--- src/rtl/pmu_auth_seq_if.sv ---
// Word-stream and SHA write-port bundle between the PMU config path and the auth sequencer.
// The master modport is the sequencer side; the slave modport is the stream source plus SHA unit.
interface pmu_auth_seq_if;
  logic        s_valid;
  logic [31:0] s_data;
  logic        s_ready;
  logic        sha_cs;
  logic        sha_we;
  logic        sha_wc;
  logic [2:0]  sha_addr;
  logic [31:0] sha_wdata;
  logic        sha_digest_valid;

  modport master (
    input  s_valid, s_data, sha_digest_valid,
    output s_ready, sha_cs, sha_we, sha_wc, sha_addr, sha_wdata
  );

  modport slave (
    output s_valid, s_data, sha_digest_valid,
    input  s_ready, sha_cs, sha_we, sha_wc, sha_addr, sha_wdata
  );
endinterface

--- src/rtl/pmu_auth_seq.sv ---
// SHA-256 user-authentication sequencer: loads expected digest and message block,
// fires init, waits a fixed latency, publishes pass/fail and enforces a failure lockout.
module pmu_auth_seq #(
  parameter int unsigned CORE_LATENCY = 70,
  parameter int unsigned MAX_FAILS    = 3
) (
  input  logic           clk,
  input  logic           reset,
  input  logic           start,
  pmu_auth_seq_if.master bus,
  output logic           busy,
  output logic           done,
  output logic           pass,
  output logic           fail,
  output logic           locked
);

  localparam int unsigned WCNT_W = $clog2(CORE_LATENCY + 1);
  localparam int unsigned FCNT_W = $clog2(MAX_FAILS + 1);

  typedef enum logic [2:0] {
    S_IDLE     = 3'd0,
    S_LOAD_DIG = 3'd1,
    S_LOAD_BLK = 3'd2,
    S_INIT     = 3'd3,
    S_WAIT     = 3'd4,
    S_CHECK    = 3'd5
  } state_t;

  state_t              state_q, state_d;
  logic [2:0]          idx_q, idx_d;
  logic [WCNT_W-1:0]   wcnt_q, wcnt_d;
  logic [FCNT_W-1:0]   fcnt_q, fcnt_d;

  logic        s_ready_q, s_ready_d;
  logic        sha_cs_q, sha_cs_d;
  logic        sha_we_q, sha_we_d;
  logic        sha_wc_q, sha_wc_d;
  logic [2:0]  sha_addr_q, sha_addr_d;
  logic [31:0] sha_wdata_q, sha_wdata_d;
  logic        busy_q, busy_d;
  logic        done_q, done_d;
  logic        pass_q, pass_d;
  logic        fail_q, fail_d;
  logic        locked_q, locked_d;

  logic accept_s;
  logic start_ok_s;

  assign accept_s   = bus.s_valid & s_ready_q;
  assign start_ok_s = (state_q == S_IDLE) & start & ~locked_q;

  // State, counters and registered outputs.
  always_ff @(posedge clk) begin
    if (reset) begin
      state_q     <= S_IDLE;
      idx_q       <= 3'd0;
      wcnt_q      <= '0;
      fcnt_q      <= '0;
      s_ready_q   <= 1'b0;
      sha_cs_q    <= 1'b0;
      sha_we_q    <= 1'b0;
      sha_wc_q    <= 1'b0;
      sha_addr_q  <= 3'd0;
      sha_wdata_q <= 32'd0;
      busy_q      <= 1'b0;
      done_q      <= 1'b0;
      pass_q      <= 1'b0;
      fail_q      <= 1'b0;
      locked_q    <= 1'b0;
    end else begin
      state_q     <= state_d;
      idx_q       <= idx_d;
      wcnt_q      <= wcnt_d;
      fcnt_q      <= fcnt_d;
      s_ready_q   <= s_ready_d;
      sha_cs_q    <= sha_cs_d;
      sha_we_q    <= sha_we_d;
      sha_wc_q    <= sha_wc_d;
      sha_addr_q  <= sha_addr_d;
      sha_wdata_q <= sha_wdata_d;
      busy_q      <= busy_d;
      done_q      <= done_d;
      pass_q      <= pass_d;
      fail_q      <= fail_d;
      locked_q    <= locked_d;
    end
  end

  // Next-state, word index, wait countdown and consecutive-failure count.
  always_comb begin
    state_d = state_q;
    idx_d   = idx_q;
    wcnt_d  = wcnt_q;
    fcnt_d  = fcnt_q;
    case (state_q)
      S_IDLE: begin
        if (start_ok_s) begin
          state_d = S_LOAD_DIG;
          idx_d   = 3'd0;
        end else begin
          state_d = S_IDLE;
        end
      end
      S_LOAD_DIG, S_LOAD_BLK: begin
        if (accept_s) begin
          idx_d = idx_q + 3'd1;
          if (idx_q == 3'd7) begin
            state_d = (state_q == S_LOAD_DIG) ? S_LOAD_BLK : S_INIT;
          end else begin
            state_d = state_q;
          end
        end else begin
          idx_d = idx_q;
        end
      end
      S_INIT: begin
        state_d = S_WAIT;
        wcnt_d  = WCNT_W'(CORE_LATENCY);
      end
      S_WAIT: begin
        // Stop at zero so the countdown can never wrap.
        if (wcnt_q > WCNT_W'(1)) begin
          wcnt_d = wcnt_q - WCNT_W'(1);
        end else begin
          wcnt_d  = '0;
          state_d = S_CHECK;
        end
      end
      S_CHECK: begin
        state_d = S_IDLE;
        if (bus.sha_digest_valid) begin
          fcnt_d = '0;
        end else if (fcnt_q < FCNT_W'(MAX_FAILS)) begin
          fcnt_d = fcnt_q + FCNT_W'(1);
        end else begin
          fcnt_d = fcnt_q;
        end
      end
      default: begin
        state_d = S_IDLE;
      end
    endcase
  end

  // Next values of the registered outputs.
  always_comb begin
    s_ready_d = (state_d == S_LOAD_DIG) || (state_d == S_LOAD_BLK);
    busy_d    = (state_d != S_IDLE);
    sha_we_d  = accept_s;
    sha_cs_d  = (state_q == S_INIT);
    done_d    = (state_q == S_CHECK);
    if (accept_s) begin
      sha_wc_d    = (state_q == S_LOAD_BLK);
      sha_addr_d  = idx_q;
      sha_wdata_d = bus.s_data;
    end else begin
      sha_wc_d    = sha_wc_q;
      sha_addr_d  = sha_addr_q;
      sha_wdata_d = sha_wdata_q;
    end
    if (start_ok_s) begin
      pass_d = 1'b0;
      fail_d = 1'b0;
    end else if (state_q == S_CHECK) begin
      pass_d = bus.sha_digest_valid;
      fail_d = ~bus.sha_digest_valid;
    end else begin
      pass_d = pass_q;
      fail_d = fail_q;
    end
    locked_d = locked_q | ((state_q == S_CHECK) & ~bus.sha_digest_valid &
                           (fcnt_d == FCNT_W'(MAX_FAILS)));
  end

  assign bus.s_ready   = s_ready_q;
  assign bus.sha_cs    = sha_cs_q;
  assign bus.sha_we    = sha_we_q;
  assign bus.sha_wc    = sha_wc_q;
  assign bus.sha_addr  = sha_addr_q;
  assign bus.sha_wdata = sha_wdata_q;
  assign busy          = busy_q;
  assign done          = done_q;
  assign pass          = pass_q;
  assign fail          = fail_q;
  assign locked        = locked_q;

endmodule

--- src/flat_wrapper.sv ---
// flat-port wrapper written by rule: the top's interface ports become plain ports
module pmu_auth_seq_flat 
#(
  parameter int unsigned CORE_LATENCY = 70,
  parameter int unsigned MAX_FAILS    = 3
)
  (clk, reset, start, busy, done, pass, fail, locked, bus_s_valid, bus_s_data, bus_sha_digest_valid, bus_s_ready, bus_sha_cs, bus_sha_we, bus_sha_wc, bus_sha_addr, bus_sha_wdata);
  pmu_auth_seq_if bus_i ();
  input  logic clk;
  input  logic reset;
  input  logic start;
  output logic busy;
  output logic done;
  output logic pass;
  output logic fail;
  output logic locked;
  input wire logic [$bits(bus_i.s_valid)-1:0] bus_s_valid;
  input wire logic [$bits(bus_i.s_data)-1:0] bus_s_data;
  input wire logic [$bits(bus_i.sha_digest_valid)-1:0] bus_sha_digest_valid;
  output wire logic [$bits(bus_i.s_ready)-1:0] bus_s_ready;
  output wire logic [$bits(bus_i.sha_cs)-1:0] bus_sha_cs;
  output wire logic [$bits(bus_i.sha_we)-1:0] bus_sha_we;
  output wire logic [$bits(bus_i.sha_wc)-1:0] bus_sha_wc;
  output wire logic [$bits(bus_i.sha_addr)-1:0] bus_sha_addr;
  output wire logic [$bits(bus_i.sha_wdata)-1:0] bus_sha_wdata;
  assign bus_i.s_valid = bus_s_valid;
  assign bus_i.s_data = bus_s_data;
  assign bus_i.sha_digest_valid = bus_sha_digest_valid;
  assign bus_s_ready = bus_i.s_ready;
  assign bus_sha_cs = bus_i.sha_cs;
  assign bus_sha_we = bus_i.sha_we;
  assign bus_sha_wc = bus_i.sha_wc;
  assign bus_sha_addr = bus_i.sha_addr;
  assign bus_sha_wdata = bus_i.sha_wdata;
  pmu_auth_seq #(.CORE_LATENCY(CORE_LATENCY), .MAX_FAILS(MAX_FAILS)) u_core (.clk(clk), .reset(reset), .start(start), .bus(bus_i), .busy(busy), .done(done), .pass(pass), .fail(fail), .locked(locked));
endmodule
--- config.mk ---
export PLATFORM = sky130hd
export DESIGN_NAME = pmu_auth_seq_flat
export DESIGN_NICKNAME = d
export VERILOG_FILES = /design/src/rtl/pmu_auth_seq_if.sv /design/src/rtl/pmu_auth_seq.sv /design/src/flat_wrapper.sv
export SDC_FILE = /design/constraint.sdc
export NUM_CORES = 1
export LEC_CHECK = 0
export BUFFER_PORTS_ARGS = -buffer_cell sky130_fd_sc_hd__buf_2
export CELL_PAD_IN_SITES_DETAIL_PLACEMENT = 0
export CELL_PAD_IN_SITES_GLOBAL_PLACEMENT = 2
export CORE_MARGIN = 2
export CORE_UTILIZATION = 30
export DETAILED_ROUTE_END_ITERATION = 16
export PLACE_DENSITY = 0.89
export SYNTH_ARGS = -nofsm -noshare
export SYNTH_HDL_FRONTEND = slang
export SYNTH_SLANG_ARGS = --single-unit
--- constraint.sdc ---
create_clock -name clk -period 5.3 [get_ports clk]
set_input_delay 0.53 -clock clk [delete_from_list [all_inputs] [get_ports clk]]
set_output_delay 0.53 -clock clk [all_outputs]
set_load 0.1 [all_outputs]
## After elaboration in Yosys (flattened, before gate mapping)

Index checks and enable logic that the tools add are counted.
W data, S select, Z words.

| storage, ports and cells | value |
|---|---|
| bits in registers | 59 |
| latch bits | 0 |
| memory bits (writable) | 0 |
| ROM bits | 0 |
| input port bits | 37 |
| output and inout port bits | 44 |
| logic and storage cells | 61 |
| memories kept | 0 |

| cells by class | value |
|---|---|
| add/sub/neg operators | 3 |
| $mul | 0 |
| div/mod/pow operators | 0 |
| magnitude comparators | 2 |
| equality and inequality tests | 11 |
| shift-type cells | 0 |
| mux-type cells | 14 |
| bitwise operators | 8 |
| reduce and logical (&&, ||, !) cells | 8 |

Operators with widths:

| operator | count |
|---|---|
| $mux W3 | 5 |
| $pmux W7 S2 | 1 |
| $pmux W3 S4 | 1 |
| $eq A3 B2 Y1 const B | 3 |
| $eq A3 B3 Y1 const B | 3 |
| $gt A7 B1 Y1 const B | 1 |
| $mux W7 | 1 |
| $sub A7 B1 Y7 const B | 1 |
| $eq A3 B1 Y1 const B | 2 |
| $mux W2 | 3 |
| $pmux W3 S2 | 1 |
| $and A1 B1 Y1 | 5 |
| $ne A2 B1 Y1 const B | 2 |
| $reduce_bool A2 Y1 | 2 |
| $reduce_or A2 Y1 | 2 |
| $add A3 B1 Y3 const B | 1 |
| $logic_not A3 Y1 | 1 |
| $reduce_and A3 Y1 | 1 |
| $reduce_bool A3 Y1 | 1 |
| $add A2 B1 Y2 const B | 1 |
| $eq A2 B2 Y1 const B | 1 |
| $lt A2 B2 Y1 const B | 1 |
| $mux W1 | 2 |
| $not A1 Y1 | 2 |
| other kinds (2) | 2 |

## Longest topological paths before layout

Gate-level depths: netlist of run 1.

| logic depth | value |
|---|---|
| depth in word-level cells | 7 |
| gate-level depth with buffers | 6 |
| gate-level depth less buffers | 6 |

## Least setup slack after synthesis of run 1

OpenSTA, ideal clock, no wires.

| timing | value |
|---|---|
| path type | register -> register |
| start | register u_core.s_ready_q, in the netlist u_core.bus.s_ready |
| end | register u_core.s_ready_q, in the netlist u_core.bus.s_ready |
| setup time | 0.121 ns |
| arrival | 2.007 ns |
| data required time | 5.179 ns |
| path slack | 3.171 ns |
| cell stages (with the launch flop) | 5 |
| path buffers | 0 |
| path through | dfxtp_1 > nand3_1 > mux2i_1 > a211oi_1 > mux2_4 |

| on the way | value |
|---|---|
| word-level cells in the longest chain between the ends | 5 |

RTL lines:

| what | line | RTL |
|---|---|---|
| start, declared | pmu_auth_seq.sv:35 | `logic s_ready_q, s_ready_d;` |
| start signal, assigned | pmu_auth_seq.sv:76 | `s_ready_q <= s_ready_d;` |
| $and A1 B1 Y1 * | pmu_auth_seq.sv:50 | `assign accept_s = bus.s_valid & s_ready_q;` |
| $mux W3 * | pmu_auth_seq.sv:106 | `if (accept_s) begin` |
| $pmux W3 S4 * | pmu_auth_seq.sv:96 | `case (state_q)` |
| $eq A3 B1 Y1 or $eq A3 B2 Y1 (tied branches) | pmu_auth_seq.sv:148 | `s_ready_d = (state_d == S_LOAD_DIG) \|\| (state_d == S_LOAD_BLK);` |
| $logic_or A1 B1 Y1 * | pmu_auth_seq.sv:148 |  |

Mark *: on every way between the ends. The rest lies on a longest branch, timed or not.
A chain may end at the register's enable or synchronous reset.

==> results of run 1 <==
[worst max-delay path by stage]
stage	slack [ns]	startpoint	cells after the start	to
4_1_cts	3.29	reset	4	u_core.wcnt_q[6]$_SDFFE_PP0P_
2_1_floorplan	3.17	u_core.bus.s_ready$_SDFF_PP0_	4	u_core.bus.s_ready$_SDFF_PP0_
5_1_grt	3.20	reset	4	u_core.wcnt_q[6]$_SDFFE_PP0P_
3_5_place_dp	2.93	reset	4	u_core.wcnt_q[6]$_SDFFE_PP0P_
3_3_place_gp	2.94	reset	4	u_core.wcnt_q[6]$_SDFFE_PP0P_
6_report	3.34	reset	4	u_core.wcnt_q[6]$_SDFFE_PP0P_
[power by group]
| group | leakage [nW] | internal [mW] | switching [mW] | total [mW] |
|---|---|---|---|---|
| Sequential | 0.479 | 0.457 | 0.00841 | 0.465 |
| Clock | 0.110 | 0.261 | 0.178 | 0.439 |
| Combinational | 0.746 | 0.0317 | 0.125 | 0.157 |
| Total | 1.33 | 0.750 | 0.311 | 1.06 |
[sequential cells by signal, summed over array words and instances (netlist names), 2 cells and up]
register and count:
u_core.bus.sha_addr 3, u_core.wcnt_q 7, u_core.fcnt_q 2, u_core.state_q 3, u_core.bus.sha_wdata 32, u_core.idx_q 3
[worst max-delay path, delay by kind of cell]
family                 cells  cell delay [ns]
AOI/OAI and AO/OA          1             0.31
buffers and inverters      2             1.02
and+or+nand+nor            1             0.32
[layout by cell type, fill, tap and decap left out, types with 2 or more instances in the layout]
| cell | instances |
|---|---|
| nand3_1 | 3 |
| nor2_1 | 15 |
| buf_2 | 80 |
| nor2b_1 | 2 |
| o21ai_0 | 3 |
| clkbuf_8 | 9 |
| ha_1 | 4 |
| nand2b_1 | 5 |
| o21ba_2 | 2 |
| nand2_1 | 81 |
| nor3_1 | 6 |
| a22o_1 | 3 |
| bufinv_16 | 2 |
| nor4b_1 | 2 |
| mux2i_1 | 4 |
| dfxtp_1 | 59 |
| buf_4 | 2 |
| a211oi_1 | 3 |
| o21bai_1 | 2 |
| inv_1 | 5 |
| a21oi_1 | 43 |
| clkinv_2 | 4 |
[routing by layer]
metal | global-route usage, % | part of all wire, %
met3 | 3.34 | 6.3
met1 | 18.2 | 50
met2 | 20.0 | 42
met4 | 8.96 | 2.4
met5 | 0 | 0
[Yosys cell counts (4+ instances only)]
library cell   n
a21oi_1       43
buf_1          4
clkbuf_1      11
dfxtp_1       59
ha_1           4
inv_1          5
mux2i_1        4
nand2_1       81
nand2b_1       5
nor2_1        15
nor3_1         6
[cell families (layout without fill, tap and decap cells)]
| logic type | Yosys count | after routing | share of synthesized area, % |
|---|---|---|---|
| buffers and inverters | 20 | 103 | 3.21 |
| and+or+nand+nor | 125 | 125 | 24.7 |
| adders and majority gates | 4 | 4 | 2.14 |
| xor gates and xnor gates | 1 | 1 | 0.375 |
| muxes | 5 | 5 | 2.35 |
| DFF | 59 | 59 | 50.5 |
| AOI/OAI and AO/OA | 64 | 64 | 16.7 |
[layout make-up]
cell class	count	area, um^2
Sequential cell	59	1180
Clock inverter	6	80.1
Tap cell	102	128
Timing Repair Buffer	82	415
Fill cell	811	4610
Inverter	5	18.8
Clock buffer	10	128
Multi-Input combinational cell	199	1080
==> metrics, run 1 <==
Clock Latency Late Sink=0.34 ns; cells taking the most area after synthesis=dfxtp_1 (51%), nand2_1 (13%), a21oi_1 (9.2%), nor2_1 (2.4%), ha_1 (2.1%); Starting DRT DRC Count=58; via count=2114; Placement Rows=32; RD Place Congestion=0.783; share of cells above drive strength 1=29.4%; drt drc=0; Hold Path Depth=2; maximum number of pins on one net before global-route repair=52; CTS sink cnt=59; crit path kind=in2reg; post-DP HPWL=3.80 mm; n_diodes=0; DP Worst Slack=2.93 ns; status=complete, no violations; hold_sp=bus_sha_digest_valid; Critical Path Max Stage Delay=0.70 ns; root buf cell=clkbuf_8; clk buf depth=2; Worst R2R Path Depth=4; Worst-path clk slew=0.07 ns; final core occ=39.7%; final worst path period share=37.0%; first-pass GRT wire length=9.19 mm; final hold violation count=0; placed cell count=447; Via density=4.57; wirelength, routed=5.65 mm; antenna violations before repair=0; Cell Area, Synth=2340 um^2; EDFF count, synth=0; Mapped Cells=278; register bit total from synthesis=59; reg-to-reg critical path endpoint=u_core.wcnt_q[6]$_SDFFE_PP0P_; worst setup margin=3.34 ns; Detailed Routing Iterations Pass 1=4; Area growth syn-to-layout=29.7%; Avg Cell Area, Syn=8.41 um^2; CTS tree=built; post-synth top area share=50.5%; Die W=92.3 um; Pleak=1.33 nW; Design Power=1.06 mW; H-tree levels=3; slew margin rel.=36.3%; crit start category=input port; cell taking the most area after synthesis=dfxtp_1; placed cell area=2830 um^2; f_max=0.510 GHz; fin cells=463; Final nets=397; die area=8520 um^2; FFs w/ async S/R, synth=0%; PostCTS Resize Cnt=0; synth warn=0; core footprint=7650 um^2; Die Y=92.3 um; GRT Residual Overflow=0; vias in the first global route=1951; Setup Buffers After CTS=0; Initial Util=30.6%; CP required=5.53 ns; cts hold-fix bufs=0; peak supply drop=0.000171 V; Tightest Pin Transition=0.955 ns; hold crit path type=in2reg; sequential-to-total area share from yosys stat=50.5%; Post-DRT Antenna Nets=0; worst hold margin=0.416 ns; min cycle time layout=1.96 ns; Distinct cells, synth=40; Final setup viols=0; CP arrival=2.19 ns; Post-Route Setup TNS=0 ns; CP max-delay cell=buf_2; max-slew violation count=0; Main synth FF type=dfxtp_1; worst-path cell chain=buf_2, inv_1, and4_1, a311o_1; r2r setup slk=3.40 ns; Setup Skew=0.00809 ns; crit path capture type=flop; GRT Util Overall=13.8%; critical path peak fanout=51; num ports=81; number of buffers added on ports=80; CTS buffer count=9; Synthesized Nets=319; PwrDens=350 nW/um^2; RSZ-0062 raised after global routing=no; Reg2Reg Launch Point=u_core.state_q[2]$_SDFF_PP0_; Final Cell Area=3030 um^2; Max Cap Violations=0; Min-Delay Endpoint=u_core.fcnt_q[1]$_SDFF_PP0_; Routed wire per std cell=12.2 um
Power figures use the tool's default switching activity.
==> run 2, diff against run 1 <==
--- a/config.mk
+++ b/config.mk
@@ -9,9 +9,9 @@
 export CELL_PAD_IN_SITES_DETAIL_PLACEMENT = 0
 export CELL_PAD_IN_SITES_GLOBAL_PLACEMENT = 2
 export CORE_MARGIN = 2
-export CORE_UTILIZATION = 30
+export CORE_UTILIZATION = 25
 export DETAILED_ROUTE_END_ITERATION = 16
-export PLACE_DENSITY = 0.89
+export PLACE_DENSITY = 0.8
 export SYNTH_ARGS = -nofsm -noshare
 export SYNTH_HDL_FRONTEND = slang
 export SYNTH_SLANG_ARGS = --single-unit
==> constraint.sdc (replaced) <==
create_clock -name clk -period 1.7 [get_ports clk]
set_input_delay 0.17 -clock clk [delete_from_list [all_inputs] [get_ports clk]]
set_output_delay 0.17 -clock clk [all_outputs]
set_load 0.1 [all_outputs]
==> run 2 against run 1 <==
  * Cell count up 5.6%
  * Clock power grew to 2.6 times the previous value
  * Design area grew 4.3%
  * Sequential cell count unchanged
  * Register-to-register slack got worse by 3.5 ns
  * Routed wire length increased by 4.9%
  * Critical path depth is the same
  * The flow now finishes with violations (negative setup slack)
==> metrics, run 2 (synthesis gave the netlist of run 1 again) <==
DP Worst Slack=-0.0441 ns; hold crit path type=in2reg; CP arrival=2.01 ns; worst-path cell chain=or4_4, nor4b_4, nor3_2, a311o_1; Detailed Routing Iterations Pass 1=4; Post-Route Setup TNS=-0.219 ns; f_max=0.561 GHz; Critical Path Max Stage Delay=0.57 ns; max-slew violation count=0; worst hold margin=0.0633 ns; area occupied by multi-input gates=1090 um^2; worst setup margin=-0.0818 ns; PwrDens=973 nW/um^2; root buf cell=clkbuf_8; Via density=4.50; CP startpoint=u_core.wcnt_q[5]$_SDFFE_PP0P_; CTS sink cnt=59; Reg2Reg Launch Point=u_core.wcnt_q[5]$_SDFFE_PP0P_; failing checks=negative setup slack; Area growth syn-to-layout=35.3%; GRT Residual Overflow=0; Final setup viols=6; Final Cell Area=3160 um^2; CP required=1.93 ns; GRT Util Overall=12.2%; CP max-delay cell=or4_4; Worst-path clk slew=0.07 ns; CTS buffer count=9; placed cell area=2980 um^2; core footprint=9150 um^2; number of buffers added on ports=80; maximum number of pins on one net before global-route repair=36; Setup Skew=0.00664 ns; share of cells above drive strength 1=33.9%; die area=10100 um^2; critical path peak fanout=4; commonest non-fill, non-tap cell in the layout=nand2_1; Routed wire per std cell=12.1 um; peak supply drop=0.000309 V; CP endpoint=u_core.wcnt_q[6]$_SDFFE_PP0P_; drt drc=0; crit start category=flop; Starting DRT DRC Count=86; CTS tree=built; num ports=81; n_diodes=0; via count=2202; crit path kind=reg2reg; H-tree levels=3; final worst path period share=105%; slew margin rel.=63.9%; status=finished, violations left; wirelength, routed=5.92 mm; post-DP HPWL=4.14 mm; r2r setup slk=-0.08 ns; most frequent cells in the layout=nand2_1 (81), buf_2 (80), dfxtp_1 (56); first-pass GRT wire length=9.68 mm; Max Cap Violations=0; Die Y=101 um; RD Place Congestion=0.761; final hold violation count=0; min cycle time layout=1.78 ns; Sequential cell area=1190 um^2; crit path capture type=flop; reg-to-reg critical path endpoint=u_core.wcnt_q[6]$_SDFFE_PP0P_; Final nets=415; Tightest Pin Transition=0.537 ns; Die W=101 um; Design Power=3.08 mW; FILL cells=976; Pleak=1.41 nW; Clock Latency Late Sink=0.33 ns; Post-DRT Antenna Nets=0; Initial Util=25.6%; clk buf depth=2; Placement Rows=35; RSZ-0062 raised after global routing=yes; Worst R2R Path Depth=4; antenna violations before repair=0; vias in the first global route=2072; Largest register FFs=32
[run 2: final cells by class]
class	count	area share, %
sequential	59	37.5
tap	111	4.39
clock buffer	10	4.35
inverter	5	0.593
clock inverter	5	0.949
timing repair buffer	100	17.8
multi-input combinational	199	34.4
[run 2: how the worst min path moves through the flow]
stage                                            end  cells past startpoint  slack (ns)                  from
2_1_floorplan            u_core.fcnt_q[1]$_SDFF_PP0_                      1        0.27  bus_sha_digest_valid
3_5_place_dp             u_core.fcnt_q[1]$_SDFF_PP0_                      2        0.42  bus_sha_digest_valid
4_1_cts                  u_core.fcnt_q[1]$_SDFF_PP0_                      2        0.05  bus_sha_digest_valid
5_1_grt        u_core.bus.sha_wdata[21]$_SDFFE_PP0N_                      3        0.05        bus_s_data[21]
6_report                 u_core.fcnt_q[1]$_SDFF_PP0_                      2        0.06  bus_sha_digest_valid
3_3_place_gp             u_core.fcnt_q[1]$_SDFF_PP0_                      2        0.41  bus_sha_digest_valid
[run 2: power breakdown]
| part | internal (mW) | switching [mW] | leakage [nW] |
|---|---|---|---|
| Combinational | 0.116 | 0.397 | 0.845 |
| Sequential | 1.42 | 0.0248 | 0.480 |
| Clock | 0.552 | 0.564 | 0.0839 |
[run 2: through the flow]
stage | std cells | utilization (%)
CTS | 489 | 34.5
finish | 489 | 34.6
detailed placement | 473 | 32.6
global placement | 473 | 32.6
floorplan | 278 | -
global route | 489 | 34.6
[run 2: layer usage]
metal	part of all wire, %	up-vias	GRT usage (%)
li1	-	1134	-
met1	48	991	15.3
met2	43	69	18.9
met3	7.4	8	4.65
met4	1.3	0	5.06
met5	0	-	0
[run 2: worst max-delay path: cells and delay by family, from the launching register on]
kind             cells  cell delay (ns)
flip-flops           1             0.32
AO/OA/AOI/OAI        1             0.35
AND/OR/NAND/NOR      3             1.00
[run 2: what timing repair did]
| item | 4_1_cts | 5_1_grt |
|---|---|---|
| pin swaps | 0 | 1 |
| hold buffers | 0 | 0 |
| buffers inserted | 1 | 0 |
| resized for setup | 0 | 3 |
| endpoints found under the setup margin | 6 | 9 |
==> run 3, diff against run 2 <==
--- a/config.mk
+++ b/config.mk
@@ -12,6 +12,7 @@
 export CORE_UTILIZATION = 25
 export DETAILED_ROUTE_END_ITERATION = 16
 export PLACE_DENSITY = 0.8
+export SKIP_LAST_GASP = 1
 export SYNTH_ARGS = -nofsm -noshare
 export SYNTH_HDL_FRONTEND = slang
 export SYNTH_SLANG_ARGS = --single-unit
==> constraint.sdc (replaced) <==
create_clock -name clk -period 1.7 [get_ports clk]
set_input_delay 0.425 -clock clk [delete_from_list [all_inputs] [get_ports clk]]
set_output_delay 0.425 -clock clk [all_outputs]
set_load 0.1 [all_outputs]
==> run 3 against run 2 <==
  * The flow still finishes with violations (negative setup slack)
  * Via count increased by 1.1%
  * Routed wire length increased by 0.34%
  * Non-clock buffer count unchanged
  * Sequential power about the same
  * Critical path depth unchanged
  * Clock skew decreased by 0.0026 ns
  * Worst hold slack improved by 0.27 ns
  * Highest routed layer unchanged
==> metrics, run 3 (synthesis gave the netlist of run 1 again) <==
RD Place Congestion=0.812; clk buf depth=2; Max Cap Violations=0; Routed wire per std cell=12.1 um; CTS tree=built; critical path peak fanout=3; fin cells=490; hold_sp=bus_s_data[7]; Die W=101 um; core footprint=9150 um^2; GRT met3 Usage=3.19%; Area growth syn-to-layout=35.4%; Final setup viols=5; Pleak=1.42 nW; n_diodes=0; Hold Path Depth=3; busiest grt layer=met2; M1 GR Usage=15.4%; Post-DRT Antenna Nets=0; power share of the combinational group=17.2%; max-slew violation count=0; status=finished, violations left; reg-to-reg critical path endpoint=u_core.wcnt_q[6]$_SDFFE_PP0P_; Reg2Reg Launch Point=u_core.wcnt_q[5]$_SDFFE_PP0P_; via count=2227; worst-path cell chain=or4_4, nor4b_4, nor3_2, a311o_1; share of cells above drive strength 1=33.8%; crit path kind=reg2reg; H-tree levels=3; switching share of power=31.9%; post-DP HPWL=4.11 mm; RSZ-0062 raised after global routing=yes; number of buffers added on ports=80; Setup Skew=0.00399 ns; r2r setup slk=-0.06 ns; Global Route met2 Usage=18.5%; wirelength, routed=5.94 mm; die area=10100 um^2; hold crit path type=in2reg; area occupied by multi-input gates=1090 um^2; commonest non-fill, non-tap cell in the layout=nand2_1; CTS buffer count=9; Sequential cell area=1190 um^2; Detailed Routing Iterations Pass 1=4; failing checks=negative setup slack; placed cell count=473; Worst-path clk slew=0.07 ns; GRT Residual Overflow=0; antenna violations before repair=0; drt drc=0; clock power share=35.0%; Starting DRT DRC Count=95; PwrDens=957 nW/um^2; Clock Latency Late Sink=0.32 ns; Post-Route Setup TNS=-0.114 ns; Largest register FFs=32; Switch Pwr=968 uW; maximum number of pins on one net before global-route repair=39; Critical Path Max Stage Delay=0.57 ns; FILL cells=970; CP max-delay cell=or4_4; CP arrival=1.97 ns; root buf cell=clkbuf_8; Die Y=101 um; crit start category=flop; final hold violation count=0; slew margin rel.=66.2%; vias in the first global route=2007; Worst R2R Path Depth=4; GRT Util Overall=11.9%; Placement Rows=35; first-pass GRT wire length=9.52 mm; Final nets=415; CP required=1.91 ns; worst hold margin=0.330 ns; worst setup margin=-0.0613 ns; DP Worst Slack=-0.0472 ns; f_max=0.568 GHz; peak supply drop=0.000360 V; Sequential Power Share=47.8%; num ports=81; Int Pwr=2.06 mW; Design Power=3.03 mW; crit path capture type=flop; Min-Delay Endpoint=u_core.bus.sha_wdata[7]$_SDFFE_PP0N_; min cycle time layout=1.76 ns; final worst path period share=104%; Initial Util=25.6%; Tightest Pin Transition=0.510 ns; most frequent cells in the layout=nand2_1 (81), buf_2 (80), dfxtp_1 (56); Via density=4.54; CTS sink cnt=59; cts hold-fix bufs=0
[run 3: worst max-delay path by stage]
stage / startpoint / slack, ns / depth (start not counted) / to
detailed placement: u_core.wcnt_q[5]$_SDFFE_PP0P_ / -0.05 / 4 / u_core.wcnt_q[6]$_SDFFE_PP0P_
global route: u_core.wcnt_q[5]$_SDFFE_PP0P_ / -0.13 / 4 / u_core.wcnt_q[6]$_SDFFE_PP0P_
floorplan: u_core.locked$_SDFF_PP0_ / 0.03 / 4 / u_core.bus.s_ready$_SDFF_PP0_
CTS: u_core.wcnt_q[5]$_SDFFE_PP0P_ / -0.05 / 4 / u_core.wcnt_q[6]$_SDFFE_PP0P_
global placement: u_core.wcnt_q[5]$_SDFFE_PP0P_ / -0.02 / 4 / u_core.bus.s_ready$_SDFF_PP0_
finish: u_core.wcnt_q[5]$_SDFFE_PP0P_ / -0.06 / 4 / u_core.wcnt_q[6]$_SDFFE_PP0P_
[run 3: what timing repair did]
| item | 4_1_cts | 5_1_grt |
|---|---|---|
| endpoints found under the setup margin | 5 | 11 |
| gates resized for setup | 0 | 4 |
| pin swaps | 0 | 1 |
| setup buffers | 1 | 0 |
[run 3: per-layer routing]
metal  up-vias  wire length [um]
li1       1136                 -
met1      1012              2840
met2        72              2590
met3         7               428
met4         0                84
met5         -                 0
[run 3: area by class of cell]
| cell class | count | share of cell area [%] |
|---|---|---|
| Sequential cell | 59 | 37.5 |
| Timing Repair Buffer | 100 | 18.2 |
| Inverter | 5 | 0.593 |
| Clock inverter | 6 | 0.988 |
| Clock buffer | 10 | 4.03 |
| Tap cell | 111 | 4.39 |
| Multi-Input combinational cell | 199 | 34.3 |
[run 3: per-stage QoR]
stage | utilization (%) | instance area (um^2)
floorplan | - | 2340
global placement | 32.7 | 2990
detailed placement | 32.7 | 2990
CTS | 34.5 | 3160
global route | 34.6 | 3170
finish | 34.6 | 3170
[run 3: power by group through the flow]
stage	Clock (mW)	Combinational, mW	Sequential (mW)
final	1.06	0.522	1.45
after global routing	1.19	0.552	1.45
after CTS	1.13	0.525	1.45
after detailed placement	0	0.524	1.48
after global placement	0	0.525	1.48
after floorplan	0	0.118	1.75
[run 3: worst max-delay path: cells and delay by family, from the launching register on]
family           cells  cell delay [ns]
AND/OR/NAND/NOR      3             0.98
AO/OA/AOI/OAI        1             0.35
flip-flops           1             0.32
